$ cat config.mk
export PLATFORM = sky130hd
export DESIGN_NAME = header_loader
export DESIGN_NICKNAME = d
export VERILOG_FILES = /design/src/rtl/header_loader_pkg.sv /design/src/rtl/header_outreg.sv /design/src/rtl/header_loader.sv
export SDC_FILE = /design/constraint.sdc
export NUM_CORES = 1
export LEC_CHECK = 0
export BUFFER_PORTS_ARGS = -buffer_cell sky130_fd_sc_hd__buf_2
export CORE_MARGIN = 3
export CORE_UTILIZATION = 60
export CTS_BUF_LIST = sky130_fd_sc_hd__clkbuf_16
export CTS_CLUSTER_DIAMETER = 150
export DETAILED_ROUTE_END_ITERATION = 8
export PLACE_DENSITY = 0.9
export SETUP_SLACK_MARGIN = 0.1
export SLEW_MARGIN = 30
export SYNTH_ARGS = -nofsm -noshare
export SYNTH_HDL_FRONTEND = slang
export SYNTH_SLANG_ARGS = --single-unit
export TNS_END_PERCENT = 20
$ cat constraint.sdc
create_clock -name clk -period 13.2 [get_ports clk]
set_input_delay 1.98 -clock clk [delete_from_list [all_inputs] [get_ports clk]]
set_output_delay 1.98 -clock clk [all_outputs]
set_load 0.05 [all_outputs]
$ cat src/rtl/header_loader_pkg.sv
// Shared widths and load-state encoding for the header loader and the keccak stage.
package header_loader_pkg;
  localparam int DATA_W      = 32;
  localparam int HDR_WORDS   = 19;
  localparam int FRAME_WORDS = HDR_WORDS + 2;
  localparam int HDR_W       = DATA_W * HDR_WORDS;

  typedef enum logic [1:0] {
    ST_IDLE = 2'd0,
    ST_LOAD = 2'd1,
    ST_FULL = 2'd2
  } load_state_t;
endpackage

$ cat src/rtl/header_outreg.sv
// Output holding register: keeps one job stable for the consumer until job_taken.
module header_outreg
  import header_loader_pkg::*;
#(
  parameter int HDR_WORDS = header_loader_pkg::HDR_WORDS
) (
  input  logic                          clk,
  input  logic                          rst_n,
  input  logic                          load,
  input  logic [DATA_W*HDR_WORDS-1:0]   header_in,
  input  logic [DATA_W-1:0]             nonce_in,
  input  logic [DATA_W-1:0]             target_in,
  input  logic                          job_taken,
  output logic [DATA_W*HDR_WORDS-1:0]   header,
  output logic [DATA_W-1:0]             nonce,
  output logic [DATA_W-1:0]             target1,
  output logic                          job_valid
);

  // A new load wins over job_taken so back-to-back jobs keep job_valid high.
  always_ff @(posedge clk or negedge rst_n) begin
    if (!rst_n) begin
      header    <= '0;
      nonce     <= '0;
      target1   <= '0;
      job_valid <= 1'b0;
    end else if (load) begin
      header    <= header_in;
      nonce     <= nonce_in;
      target1   <= target_in;
      job_valid <= 1'b1;
    end else if (job_valid && job_taken) begin
      job_valid <= 1'b0;
    end
  end

endmodule

$ cat src/rtl/header_loader.sv
// Collects framed 32-bit words into a load buffer and hands complete jobs to the output register.
module header_loader
  import header_loader_pkg::*;
#(
  parameter int HDR_WORDS   = header_loader_pkg::HDR_WORDS,
  parameter int FRAME_WORDS = HDR_WORDS + 2
) (
  input  logic                          clk,
  input  logic                          rst_n,
  input  logic [DATA_W-1:0]             word_in,
  input  logic                          word_valid,
  input  logic                          sof,
  output logic                          word_ready,
  output logic [DATA_W*HDR_WORDS-1:0]   header,
  output logic [DATA_W-1:0]             nonce,
  output logic [DATA_W-1:0]             target1,
  output logic                          job_valid,
  input  logic                          job_taken,
  output logic                          frame_err
);

  localparam int HDR_BITS = DATA_W * HDR_WORDS;
  localparam int CNT_W    = $clog2(FRAME_WORDS);

  load_state_t             state;
  logic [CNT_W-1:0]        cnt;
  logic [DATA_W-1:0]       hdr_mem [HDR_WORDS];
  logic [DATA_W-1:0]       nonce_buf;
  logic [DATA_W-1:0]       target_buf;
  logic [HDR_BITS-1:0]     hdr_flat;

  logic                    xfer;
  logic                    store_en;
  logic [CNT_W-1:0]        wr_idx;
  logic                    load_job;

  assign word_ready = (state != ST_FULL);
  assign xfer       = word_valid && word_ready;
  assign load_job   = (state == ST_FULL) && (!job_valid || job_taken);

  always_comb begin
    store_en = 1'b0;
    wr_idx   = cnt;
    if (xfer && (sof || state == ST_LOAD)) begin
      store_en = 1'b1;
      wr_idx   = sof ? '0 : cnt;
    end
  end

  // ---- load FSM: control only, reset asynchronously ----
  always_ff @(posedge clk or negedge rst_n) begin
    if (!rst_n) begin
      state     <= ST_IDLE;
      cnt       <= '0;
      frame_err <= 1'b0;
    end else begin
      frame_err <= 1'b0;
      case (state)
        ST_IDLE: begin
          if (xfer) begin
            if (sof) begin
              cnt   <= CNT_W'(1);
              state <= ST_LOAD;
            end else begin
              frame_err <= 1'b1;
            end
          end
        end
        ST_LOAD: begin
          if (xfer) begin
            if (sof) begin
              frame_err <= 1'b1;
              cnt       <= CNT_W'(1);
            end else if (cnt == CNT_W'(FRAME_WORDS - 1)) begin
              cnt   <= '0;
              state <= ST_FULL;
            end else begin
              cnt <= cnt + CNT_W'(1);
            end
          end
        end
        ST_FULL: begin
          if (load_job) state <= ST_IDLE;
        end
        default: begin
          state <= ST_IDLE;
          cnt   <= '0;
        end
      endcase
    end
  end

  // ---- load buffer: data path, validity is tracked by the FSM ----
  always_ff @(posedge clk) begin
    if (store_en) begin
      if (wr_idx < CNT_W'(HDR_WORDS)) begin
        hdr_mem[wr_idx] <= word_in;
      end else if (wr_idx == CNT_W'(HDR_WORDS)) begin
        nonce_buf <= word_in;
      end else begin
        target_buf <= word_in;
      end
    end
  end

  // Word 0 occupies the most significant slice of the header.
  for (genvar k = 0; k < HDR_WORDS; k++) begin : g_pack
    assign hdr_flat[HDR_BITS-1-DATA_W*k -: DATA_W] = hdr_mem[k];
  end

  // ---- output stage ----
  header_outreg #(
    .HDR_WORDS (HDR_WORDS)
  ) u_outreg (
    .clk       (clk),
    .rst_n     (rst_n),
    .load      (load_job),
    .header_in (hdr_flat),
    .nonce_in  (nonce_buf),
    .target_in (target_buf),
    .job_taken (job_taken),
    .header    (header),
    .nonce     (nonce),
    .target1   (target1),
    .job_valid (job_valid)
  );

endmodule

==> Word level (Yosys, flattened, before mapping) <==
Memories as Yosys holds them, arrays and structs flattened. A register that Yosys moved wholly into a read port is not among the register bits.
Cells that the tools add are included.
{ "totals": {"ff_bits": 137, "ramBits": 608, "input_bits": 37, "out_inout_bits": 675, "elab_cells": 83, "memories": 1} }
{ "op_classes": {"addsub": 1, "order_cmp": 1, "eq_ne": 11, "n_mux": 26, "bitwise_logic": 3, "reduce_logical": 32} }
{ "memory_table": {"columns": ["name", "words", "width", "rd", "rd_ports_with_merged_regs", "wr", "line", "text"], "rows": [
  ["hdr_mem", 19, 32, 19, 19, 1, "header_loader.sv:27", "logic [DATA_W-1:0] hdr_mem [HDR_WORDS];"]
]} }
{ "ops": {"columns": ["operator", "count"], "rows": [
  ["5-bit 2-to-1 mux", 7],
  ["1-bit zero test", 20],
  ["5-bit case mux with 3 select lines", 1],
  ["2-bit 2-to-1 mux", 6],
  ["2-bit != test, second input constant", 6],
  ["5-bit equality test, second input constant", 2],
  ["1-bit 2-to-1 mux", 10],
  ["2-bit case mux with 3 select lines", 1],
  ["3-bit AND reduction", 2],
  ["6-bit AND reduction", 1],
  ["5-bit by 1-bit adder with 5-bit output, second input constant", 1],
  ["5-bit less-than comparator, second input constant", 1],
  ["1-bit logical AND", 4],
  ["4-bit AND reduction", 1],
  ["1-bit NOT", 3],
  ["2-bit by 1-bit equality test with 1-bit output, second input constant", 1],
  ["2-bit equality test, second input constant", 1],
  ["2-bit zero test", 1],
  ["1-bit logical OR", 2],
  ["2-bit by 1-bit != test with 1-bit output, second input constant", 1],
  ["1-bit case mux with 2 select lines", 1],
  ["2-bit nonzero test", 1]
]} }

==> Longest topological paths before layout <==
Gate-level depths: netlist (run 1).
{ "depth": {"depth_word": 8, "mapped_depth": 8, "mapped_depth_nobuf": 5} }

==> Cells and area by module <==
From an unflattened synthesis (run 1), not the netlist that was laid out.
{ "unflattened": {"cells_unflattened": 2183, "area_unflattened_um2": 46246.9} }
{ "by_module_without_submodules": {"columns": ["module", "n_inst", "cells_per_inst", "area_each_um2", "seq_area_each_um2"], "rows": [
  ["header_outreg", 1, 1422, 25264.2, 16841.2],
  ["header_loader", 1, 761, 20982.6, 20379.5]
]} }

==> Worst setup path after synthesis (run 1) <==
No wires, ideal clock.
{ "synth_path": {"path_kind": "in2reg", "startpoint": "input sof", "endpoint": "memory hdr_mem[17][0], enable pin", "setup_ps": 502, "arrival_time_ps": 6092, "t_required_ps": 12698, "path_slack_ps": 6606, "stages": 7, "n_path_buf": 2, "path_cell_list": "clkbuf_1 > inv_1 > ha_1 > nor2b_1 > clkbuf_1 > nand4_1 > nor4_1"} }
{ "synth_between": {"elab_chain_len": 7, "elab_cells_between_ends": 9, "classes_between": "order compare (1); mux (6); reduce/logical (2)"} }
{ "synth_rtl": {"columns": ["item", "line", "text"], "rows": [
  ["start: declaration", "header_loader.sv:12", "input logic sof,"],
  ["1-bit logical OR", "header_loader.sv:44", "if (xfer && (sof || state == ST_LOAD)) begin"],
  ["1-bit logical AND", "header_loader.sv:44", null],
  ["5-bit 2-to-1 mux", "header_loader.sv:44", null],
  ["5-bit less-than comparator", "header_loader.sv:96", "if (wr_idx < CNT_W'(HDR_WORDS)) begin"],
  ["1-bit 2-to-1 mux", "header_loader.sv:96", null],
  ["1-bit 2-to-1 mux", "header_loader.sv:95", "if (store_en) begin"],
  ["1-bit 2-to-1 mux (implied by the code)", "header_loader.sv:97", "hdr_mem[wr_idx] <= word_in;"],
  ["end: declaration", "header_loader.sv:27", null]
]} }
Parallel ways exist; a longest one is shown, timed or not.

==> Final worst setup path (run 1) <==
{ "layout_path": {"startpoint": "input job_taken", "endpoint": "register u_outreg.header[463], read port of hdr_mem"} }
{ "layout_between": {"elab_chain_len": 2} }
{ "layout_rtl": {"columns": ["item", "line", "text"], "rows": [
  ["start: declaration", "header_loader.sv:18", "input logic job_taken,"],
  ["1-bit logical OR", "header_loader.sv:39", "assign load_job = (state == ST_FULL) && (!job_valid || job_taken);"],
  ["1-bit logical AND", "header_loader.sv:39", null],
  ["end: declaration", "header_outreg.sv:14", "output logic [DATA_W*HDR_WORDS-1:0] header,"]
]} }
No other way between the ends.
A chain may end at the register's enable or synchronous reset.

==> results of run 1 <==
## report_power, final
group / switching, uW / total [uW] / internal, uW
sequential: 13.7 / 4490 / 4470
clock: 1530 / 3330 / 1800
combinational: 146 / 164 / 17.9
total: 1690 / 7980 / 6280
## cell families (layout without fill, tap and decap cells)
group	after synthesis	count (layout)	synth area share, %
buf+inv	87	986	1.32
fa+ha+maj	3	3	0.0814
flops	1353	1353	80.7
mux	672	672	17.1
compound gates	13	13	0.187
simple gates	60	60	0.662
xor+xnor	1	1	0.0190
other cells	0	4	0
## flip-flops by register name (all words and copies together) (netlist names)
register and count:
cnt 5, frame_err 1, hdr_mem 608, nonce_buf 32, state 2, target_buf 32, u_outreg.header 608, u_outreg.job_valid 1
u_outreg.nonce 32, u_outreg.target1 32
## layer usage
layer / GRT usage, % / up-vias
met4: 16.2 / 2
met3: 7.07 / 359
met5: 0 / -
met1: 38.8 / 12763
li1: - / 9722
met2: 52.0 / 1441
## critical path, cell delays in order
cell and delay [ps]:
buf_2 90, nand2b_1 210, nor2b_4 750, buf_12 580, buf_12 410, buf_16 500, mux2_2 440
## through the flow
step                      power (uW)  setup WS (ps)  area, um2  util (%)
after detailed placement        4730           7950      51000      67.0
final                           7980           8370      54800      72.1
after global placement          4720           7920      50900      66.9
after global routing            8190           8340      54800      72.1
after floorplan                 4590           6610      46100         -
after CTS                       8010           8640      54700      72.0
## cell usage in the layout (no fill, tap or decap), types with 2 or more instances in the layout
cell | Yosys | final
o22ai_1 | 2 | 2
clkinv_4 | 0 | 2
o2bb2ai_1 | 2 | 2
nor3_2 | 0 | 4
clkinv_1 | 0 | 30
nor2_1 | 20 | 4
nand4_1 | 2 | 2
mux2_4 | 80 | 80
nor2_4 | 0 | 16
bufinv_16 | 0 | 5
buf_2 | 16 | 710
diode_2 | 0 | 4
o21ai_0 | 4 | 4
buf_4 | 50 | 30
clkbuf_16 | 0 | 124
a31oi_1 | 2 | 2
buf_16 | 0 | 7
dfrtp_1 | 681 | 681
inv_1 | 5 | 53
clkinv_16 | 0 | 4
mux2_2 | 592 | 592
clkinv_2 | 0 | 15
buf_12 | 0 | 4
nand4b_1 | 3 | 3
nor2b_1 | 5 | 4
nand3_1 | 5 | 5
nand2b_1 | 5 | 5
edfxtp_1 | 672 | 672
ha_1 | 3 | 3
nand2_1 | 10 | 10
## area by class of cell
class	instances	area [um2]
diodes	4	10.0
multi-input cells	749	8460
repair buffers	753	4080
inverters	5	18.8
clock inverters	104	656
fillers	4189	21200
flip-flops and latches	1353	37200
clock buffers	124	3100
well taps	1030	1290
## worst max-delay path by stage
stage              start                          endpoint  slack [ps]  cells after the start
2_1_floorplan        sof          hdr_mem[17][0]$_DFFE_PP_        6610                      7
3_3_place_gp   job_taken  u_outreg.header[187]$_DFFE_PN0P_        7920                      6
3_5_place_dp   job_taken    u_outreg.nonce[27]$_DFFE_PN0P_        7950                      7
4_1_cts        job_taken  u_outreg.header[182]$_DFFE_PN0P_        8640                      7
5_1_grt        job_taken  u_outreg.header[536]$_DFFE_PN0P_        8340                      7
6_report       job_taken  u_outreg.header[463]$_DFFE_PN0P_        8370                      7
==> reports/results.ini, run 1 <==
[status]
status = completed

[cells_and_area]
drive_gt1_share_pct = 51.7
syn_to_final_growth_pct = 18.9
final-instance-count-excl-fill = 4122
nets = 3022

[cts]
clockBufferDepth = 3
post-cts-setup-buffers = 0
cts_resized = 0
cts_tree = yes
cts_buffers = 120
htree_levels = 3
path_clk_slew_ps = 70
clk-insertion-delay-late_ps = 710
cts.sinks = 1353
cts_hold_buf = 0
cts-root-buf = clkbuf_16

[power]
p_leak_uw = 0.0257
power.density_nw_per_um2 = 145
irDropWorstVdd_mv = 0.121

[detailed_routing]
drtAntennaViolNets = 0
drt_iter0_drc = 2251
vias_per_cell = 5.89
drt-met1-wl_mm = 44.9
drcViolationCount = 0
totalWireLength_mm = 126
wire_per_inst_um = 30.5
vias = 24287
wl_met2_mm = 63.1
top_layer = met5
drtPass1Iterations = 6
wl_met3_mm = 10.3

[timing]
setup_tns_ps = 0
maxSlewViolCount = 0
timing.hold.ws_ps = 438
finClkSkew_ps = 59.4
final-hold-violation-count = 0
slew_headroom_pct = 29.0
fmax_ghz = 0.207
setup_viol = 0
post-route-min-period_ps = 4830
rsz0062_at_grt = false
worst_pin_slew_ps = 1070
finalCritPeriodShare_pct = 36.6

[floorplanning]
rows = 101
die_w_um = 283
start_util_pct = 60.6
die_area_um2 = 80300
fp.coreArea_um2 = 76100
die_h_um = 283
pin_count = 712

[worst_setup_path]
r2r_slack_ps = 8960
reg2reg_depth = 6
r2r_start = state[1]$_DFFE_PN0P_
cp_data_arrival_time_ps = 5400
path_class = primary input to register
required_ps = 13770
r2r-end = u_outreg.header[463]$_DFFE_PN0P_
path_max_fanout = 155
crit_path_end_kind = register
startpoint_type = primary input

[logic_synthesis]
yosys_most_used_dff = dfrtp_1
synth_seq_cells = 1353
synth_edf_count = 672
yosysMostFrequentCell = dfrtp_1
synth_area_um2 = 46100
yosys_warnings = 0
synth_common_cells = dfrtp_1, edfxtp_1, mux2_2
yosysTopAreaCell = edfxtp_1
synth_top_cell_area_share_pct = 43.7
ys_types = 31
synth_area_leaders = edfxtp_1, dfrtp_1, mux2_2, mux2_4, buf_4
synthArstFlopShare_pct = 50.3
ys_seq_area_share_pct = 80.7
avgSynthCellArea_um2 = 21.1
syn_inst = 2189
syn-num-nets = 2229

[hold_path]
min_from = hdr_mem[8][9]$_DFFE_PP_
hold_path_depth = 1
hold_end = u_outreg.header[329]$_DFFE_PN0P_
hp-class = register to register

[global_route]
antenna_found_initial = 3
grt_max_degree = 193
grt_pass1_vias = 25924
gr-usage-all-layers_pct = 31.2
grt_pass1_wl_mm = 182
grt_overflow = 0

[run]
maxCapViolCount = 0

[place]
gp_congestion = 0.836
post-dp-hpwl_mm = 75.1
placed_cells = 3887
io_buffers = 711

Power figures use the tool's default switching activity.
==> run 2, diff against run 1 <==
--- a/config.mk
+++ b/config.mk
@@ -7,11 +7,11 @@
 export LEC_CHECK = 0
 export BUFFER_PORTS_ARGS = -buffer_cell sky130_fd_sc_hd__buf_2
 export CORE_MARGIN = 3
-export CORE_UTILIZATION = 60
+export CORE_UTILIZATION = 51
 export CTS_BUF_LIST = sky130_fd_sc_hd__clkbuf_16
 export CTS_CLUSTER_DIAMETER = 150
 export DETAILED_ROUTE_END_ITERATION = 8
-export PLACE_DENSITY = 0.9
+export PLACE_DENSITY = 0.82
 export SETUP_SLACK_MARGIN = 0.1
 export SLEW_MARGIN = 30
 export SYNTH_ARGS = -nofsm -noshare
==> constraint.sdc (replaced) <==
create_clock -name clk -period 4.4 [get_ports clk]
set_input_delay 0.66 -clock clk [delete_from_list [all_inputs] [get_ports clk]]
set_output_delay 0.66 -clock clk [all_outputs]
set_load 0.05 [all_outputs]
==> run 2 against run 1 <==
Effect of this change: sequential power increased to 3.0 times the previous value; cell count increased by 3.9%; critical path depth decreased by 1; clock power increased to 3.2 times the previous value; clock-buffer cell count increased by 11; combinational power increased to 3.2 times the previous value; power increased to 3.1 times the previous value; worst hold slack got worse by 170 ps; global-route usage decreased by 5.1 points; sequential share of layout area decreased by 0.82 points; largest cell class unchanged; highest routed layer unchanged.
==> reports/results.ini, run 2 (synthesis gave the netlist of run 1 again) <==
[hold_path]
hp-class = primary input to register

[timing]
worst_pin_slew_ps = 1030
finClkSkew_ps = 27.0
maxSlewViolCount = 0
rsz0062_at_grt = false
post-route-min-period_ps = 2970
finalCritPeriodShare_pct = 67.5
setup_viol = 0
timing.hold.ws_ps = 272
fmax_ghz = 0.337
slew_headroom_pct = 31.6
final-hold-violation-count = 0

[detailed_routing]
wire_per_inst_um = 28.7
totalWireLength_mm = 123
vias_per_cell = 5.58
drt_iter0_drc = 2328
vias = 23881
drcViolationCount = 0
drtAntennaViolNets = 0
drtPass1Iterations = 5

[floorplanning]
die_area_um2 = 94100
pin_count = 712
start_util_pct = 51.8
die_w_um = 307
fp.coreArea_um2 = 89100
die_h_um = 307
rows = 109

[cells_and_area]
layout_common_cells = buf_2, dfrtp_1, edfxtp_1, mux2_2, clkbuf_16
multi_input_area_um2 = 8470
final-instance-count-excl-fill = 4283
nets = 3049
final-seq-area_um2 = 37200
top_regs = hdr_mem (608), u_outreg.header (608)
nFillCells = 6001
final_common_cell = buf_2
drive_gt1_share_pct = 52.6
final_util_pct = 62.3
final_area_um2 = 55500
syn_to_final_growth_pct = 20.3

[worst_setup_path]
crit_path_end_kind = register
cp_data_arrival_time_ps = 3380
r2r_slack_ps = 1430
crit_start = state[1]$_DFFE_PN0P_
r2r_start = state[1]$_DFFE_PN0P_
startpoint_type = register
max_stage_delay_ps = 680
path_max_fanout = 17
path_depth = 6
crit_chain = nand2b_1 > ha_1 > nor2b_1 > nand4_1 > nor2_4 > buf_12
cp.buffers_inverters = 1
crit_end = hdr_mem[14][18]$_DFFE_PP_
required_ps = 4810
slowest_stage = nor2_4
path_class = register to register
reg2reg_depth = 6
crit_family = simple AND/OR/NAND/NOR gates
r2r-end = hdr_mem[14][18]$_DFFE_PP_

[run]
maxCapViolCount = 0

[place]
gp_congestion = 0.806
placed_cells = 4038
io_buffers = 711
post_dp_cell_area_um2 = 51300
post-dp-hpwl_mm = 75.0

[global_route]
antenna_found_initial = 9
grt_pass1_vias = 24965
grt_overflow = 0
grt_pass1_wl_mm = 176
grt_max_degree = 147
gr-usage-all-layers_pct = 26.1

[power]
p_leak_uw = 0.0259
power.density_nw_per_um2 = 446
irDropWorstVdd_mv = 0.321
power.total_uw = 24800

[cts]
cts_hold_buf = 0
cts_buffers = 132
clk-insertion-delay-late_ps = 720
clockBufferDepth = 3
path_clk_slew_ps = 60
cts_resized = 0
cts.sinks = 1353
htree_levels = 4
post-cts-setup-buffers = 0
cts-root-buf = clkbuf_16
cts_tree = yes

[status]
status = completed

[run 2: changes by cell type in the layout (fill, tap and decap cells not counted), sizes merged, moves of 2 or more]
cell      change
buf          +14
inv           -8
diode         -2
clkbuf       +11
clkinv        +4
clkinvlp      +3
bufinv        +3
[run 2: layout make-up]
type	count	share of cell area [%]
Antenna cell	2	0.00902
Clock buffer	135	6.09
Clock inverter	106	1.35
Inverter	5	0.0338
Multi-Input combinational cell	749	15.3
Sequential cell	1353	67.1
Tap cell	1165	2.63
Timing Repair Buffer	768	7.58
[run 2: worst min-delay path by stage]
stage          cells after the start                       from                               end  slack, ps
5_1_grt                            3                 word_valid              state[0]$_DFFE_PN0P_        240
3_3_place_gp                       1    hdr_mem[0][0]$_DFFE_PP_  u_outreg.header[576]$_DFFE_PN0P_        450
4_1_cts                            1                      rst_n  u_outreg.header[311]$_DFFE_PN0P_         60
3_5_place_dp                       1  hdr_mem[15][23]$_DFFE_PP_  u_outreg.header[119]$_DFFE_PN0P_        460
2_1_floorplan                      0                      rst_n                cnt[0]$_DFFE_PN0P_        360
6_report                           3                 word_valid              state[0]$_DFFE_PN0P_        270
[run 2: worst reg2reg max path, delay by kind of cell (launching register included)]
kind / cells / cell delay [ps]
buffers and inverters: 1 / 250
adder cells (fa/ha/maj): 1 / 180
AND/OR/NAND/NOR: 4 / 1750
flip-flops: 1 / 460
[run 2: stage by stage]
stage	worst slack, ps	TNS (ps)
global route	1250	0
global placement	1090	0
finish	1430	0
floorplan	-14.9	-955
CTS	1410	0
detailed placement	1050	0
[run 2: layer usage]
layer	share of wire, %	track usage, %	vias to the layer above
met5	0.032	0	-
met4	5.2	13.0	6
met3	8.5	7.26	307
met2	49	42.3	1192
met1	37	32.8	12586
li1	-	-	9790
[run 2: where the power goes]
group	internal, uW	leakage [uW]	switching, uW
combinational	65.0	0.00817	465
clock	6060	0.00216	4720
sequential	13400	0.0156	39.5
total	19500	0.0259	5230
==> run 3, diff against run 2 <==
==> constraint.sdc (replaced) <==
create_clock -name clk -period 2.5 [get_ports clk]
set_input_delay 0.375 -clock clk [delete_from_list [all_inputs] [get_ports clk]]
set_output_delay 0.375 -clock clk [all_outputs]
set_load 0.05 [all_outputs]
==> run 3 against run 2 <==
Effect of this change: first-iteration DRC count is 13% lower; sequential share of layout area is 1.1 points lower; power is 78% higher; critical endpoint is now hdr_mem[2][29]$_DFFE_PP_; largest cell class unchanged.
==> reports/results.ini, run 3 (synthesis gave the netlist of run 1 again) <==
[status]
status = completed

[detailed_routing]
drcViolationCount = 0
drt_iter0_drc = 2032
totalWireLength_mm = 123
vias = 23991
drtPass1Iterations = 5
drtAntennaViolNets = 0
vias_per_cell = 5.55
wire_per_inst_um = 28.4

[place]
io_buffers = 711
pre_cts_ws_ps = 255
post-dp-hpwl_mm = 76.9
placed_cells = 4075
gp_congestion = 0.813

[worst_setup_path]
cp_data_arrival_time_ps = 2670
crit_path_end_kind = register
path_class = register to register
required_ps = 2900
startpoint_type = register
path_max_fanout = 30

[global_route]
use_met3_pct = 6.85
grt_max_degree = 89
grt_use_met1_pct = 32.4
gr-usage-all-layers_pct = 26.2
antenna_found_initial = 6
grt_overflow = 0
grt_use_met2_pct = 43.4
grt_pass1_vias = 25714
grt_pass1_wl_mm = 177
grt-busiest-layer = met2

[timing]
final-hold-violation-count = 0
slew_headroom_pct = 38.0
finClkSkew_ps = 32.8
fmax_ghz = 0.440
setup_ws_ps = 229
finalCritPeriodShare_pct = 90.8
setup_viol = 0
post-route-min-period_ps = 2270
worst_pin_slew_ps = 930
rsz0062_at_grt = true
maxSlewViolCount = 0

[power]
p_leak_uw = 0.0263
irDropWorstVdd_mv = 0.632
power.density_nw_per_um2 = 783
power.total_uw = 44200

[run]
maxCapViolCount = 0

[floorplanning]
start_util_pct = 51.8
rows = 109
pin_count = 712
die_area_um2 = 94100
die_h_um = 307
fp.coreArea_um2 = 89100
die_w_um = 307

[cells_and_area]
drive_gt1_share_pct = 53.3
final_common_cell = buf_2
top_regs = hdr_mem (608), u_outreg.header (608)
final_util_pct = 63.4
layout_common_cells = buf_2, dfrtp_1, edfxtp_1, mux2_2, clkbuf_16
nets = 3088
final-instance-count-excl-fill = 4325
syn_to_final_growth_pct = 22.3

[cts]
clockBufferDepth = 3
clk-insertion-delay-late_ps = 740
cts_tree = yes
path_clk_slew_ps = 60
cts_buffers = 134
htree_levels = 4
post-cts-setup-buffers = 0
cts-root-buf = clkbuf_16
cts.sinks = 1353

[hold_path]
hp-class = primary input to register

## run 3: power breakdown
| group | internal (uW) | switching, uW | total (uW) |
|---|---|---|---|
| clock | 11100 | 8500 | 19600 |
| sequential | 23600 | 72.3 | 23700 |
| combinational | 155 | 808 | 963 |
## run 3: final cells by class
| type | count | area [um2] |
|---|---|---|
| Clock inverter | 108 | 862 |
| Inverter | 5 | 18.8 |
| Multi-Input combinational cell | 749 | 8520 |
| Tap cell | 1165 | 1460 |
| Sequential cell | 1353 | 37200 |
| Fill cell | 5836 | 32600 |
| Antenna cell | 2 | 5.00 |
| Clock buffer | 138 | 3450 |
| Timing Repair Buffer | 805 | 4890 |
## run 3: worst max-delay path, cell delays in order, from the launching register on
cell      delay (ps)
dfrtp_1          490
nand2b_4         200
ha_4             150
nor2b_1          140
buf_4            170
nand3_1          290
nor2_4           230
buf_12           230
## run 3: through the flow
step / hold WS (ps) / setup TNS (ps) / cell area, um2
floorplan: 79.4 / -62580 / 46300
global placement: 382 / 0 / 52100
detailed placement: 381 / 0 / 52100
CTS: 34.2 / 0 / 56400
global route: 67.0 / 0 / 56400
finish: 101 / 0 / 56400
## run 3: worst paths after layout
path / startpoint / endpoint / slack, ps / cells past startpoint
hold / removal: word_in[12] / hdr_mem[4][12]$_DFFE_PP_ / 100 / 1
max in group asynchronous: rst_n / u_outreg.header[229]$_DFFE_PN0P_ / 1360 / 3
setup / recovery: state[1]$_DFFE_PN0P_ / hdr_mem[2][29]$_DFFE_PP_ / 230 / 7
min in group asynchronous: rst_n / u_outreg.header[477]$_DFFE_PN0P_ / 220 / 2
setup reg to reg: state[1]$_DFFE_PN0P_ / hdr_mem[2][29]$_DFFE_PP_ / 230 / 7
hold reg to reg: hdr_mem[11][8]$_DFFE_PP_ / u_outreg.header[232]$_DFFE_PN0P_ / 450 / 1
## run 3: layer usage
layer / up-vias / part of all wire, %
met5: - / 0
met4: 0 / 4.5
met3: 299 / 7.8
met2: 1146 / 50
met1: 12658 / 38
li1: 9888 / -
## run 3: repair_timing
item	in CTS	in global routing
hold buffers	2	0
endpoints found under the setup margin	1	1
hold endpoints to repair	32	0
gates resized for setup	1	1
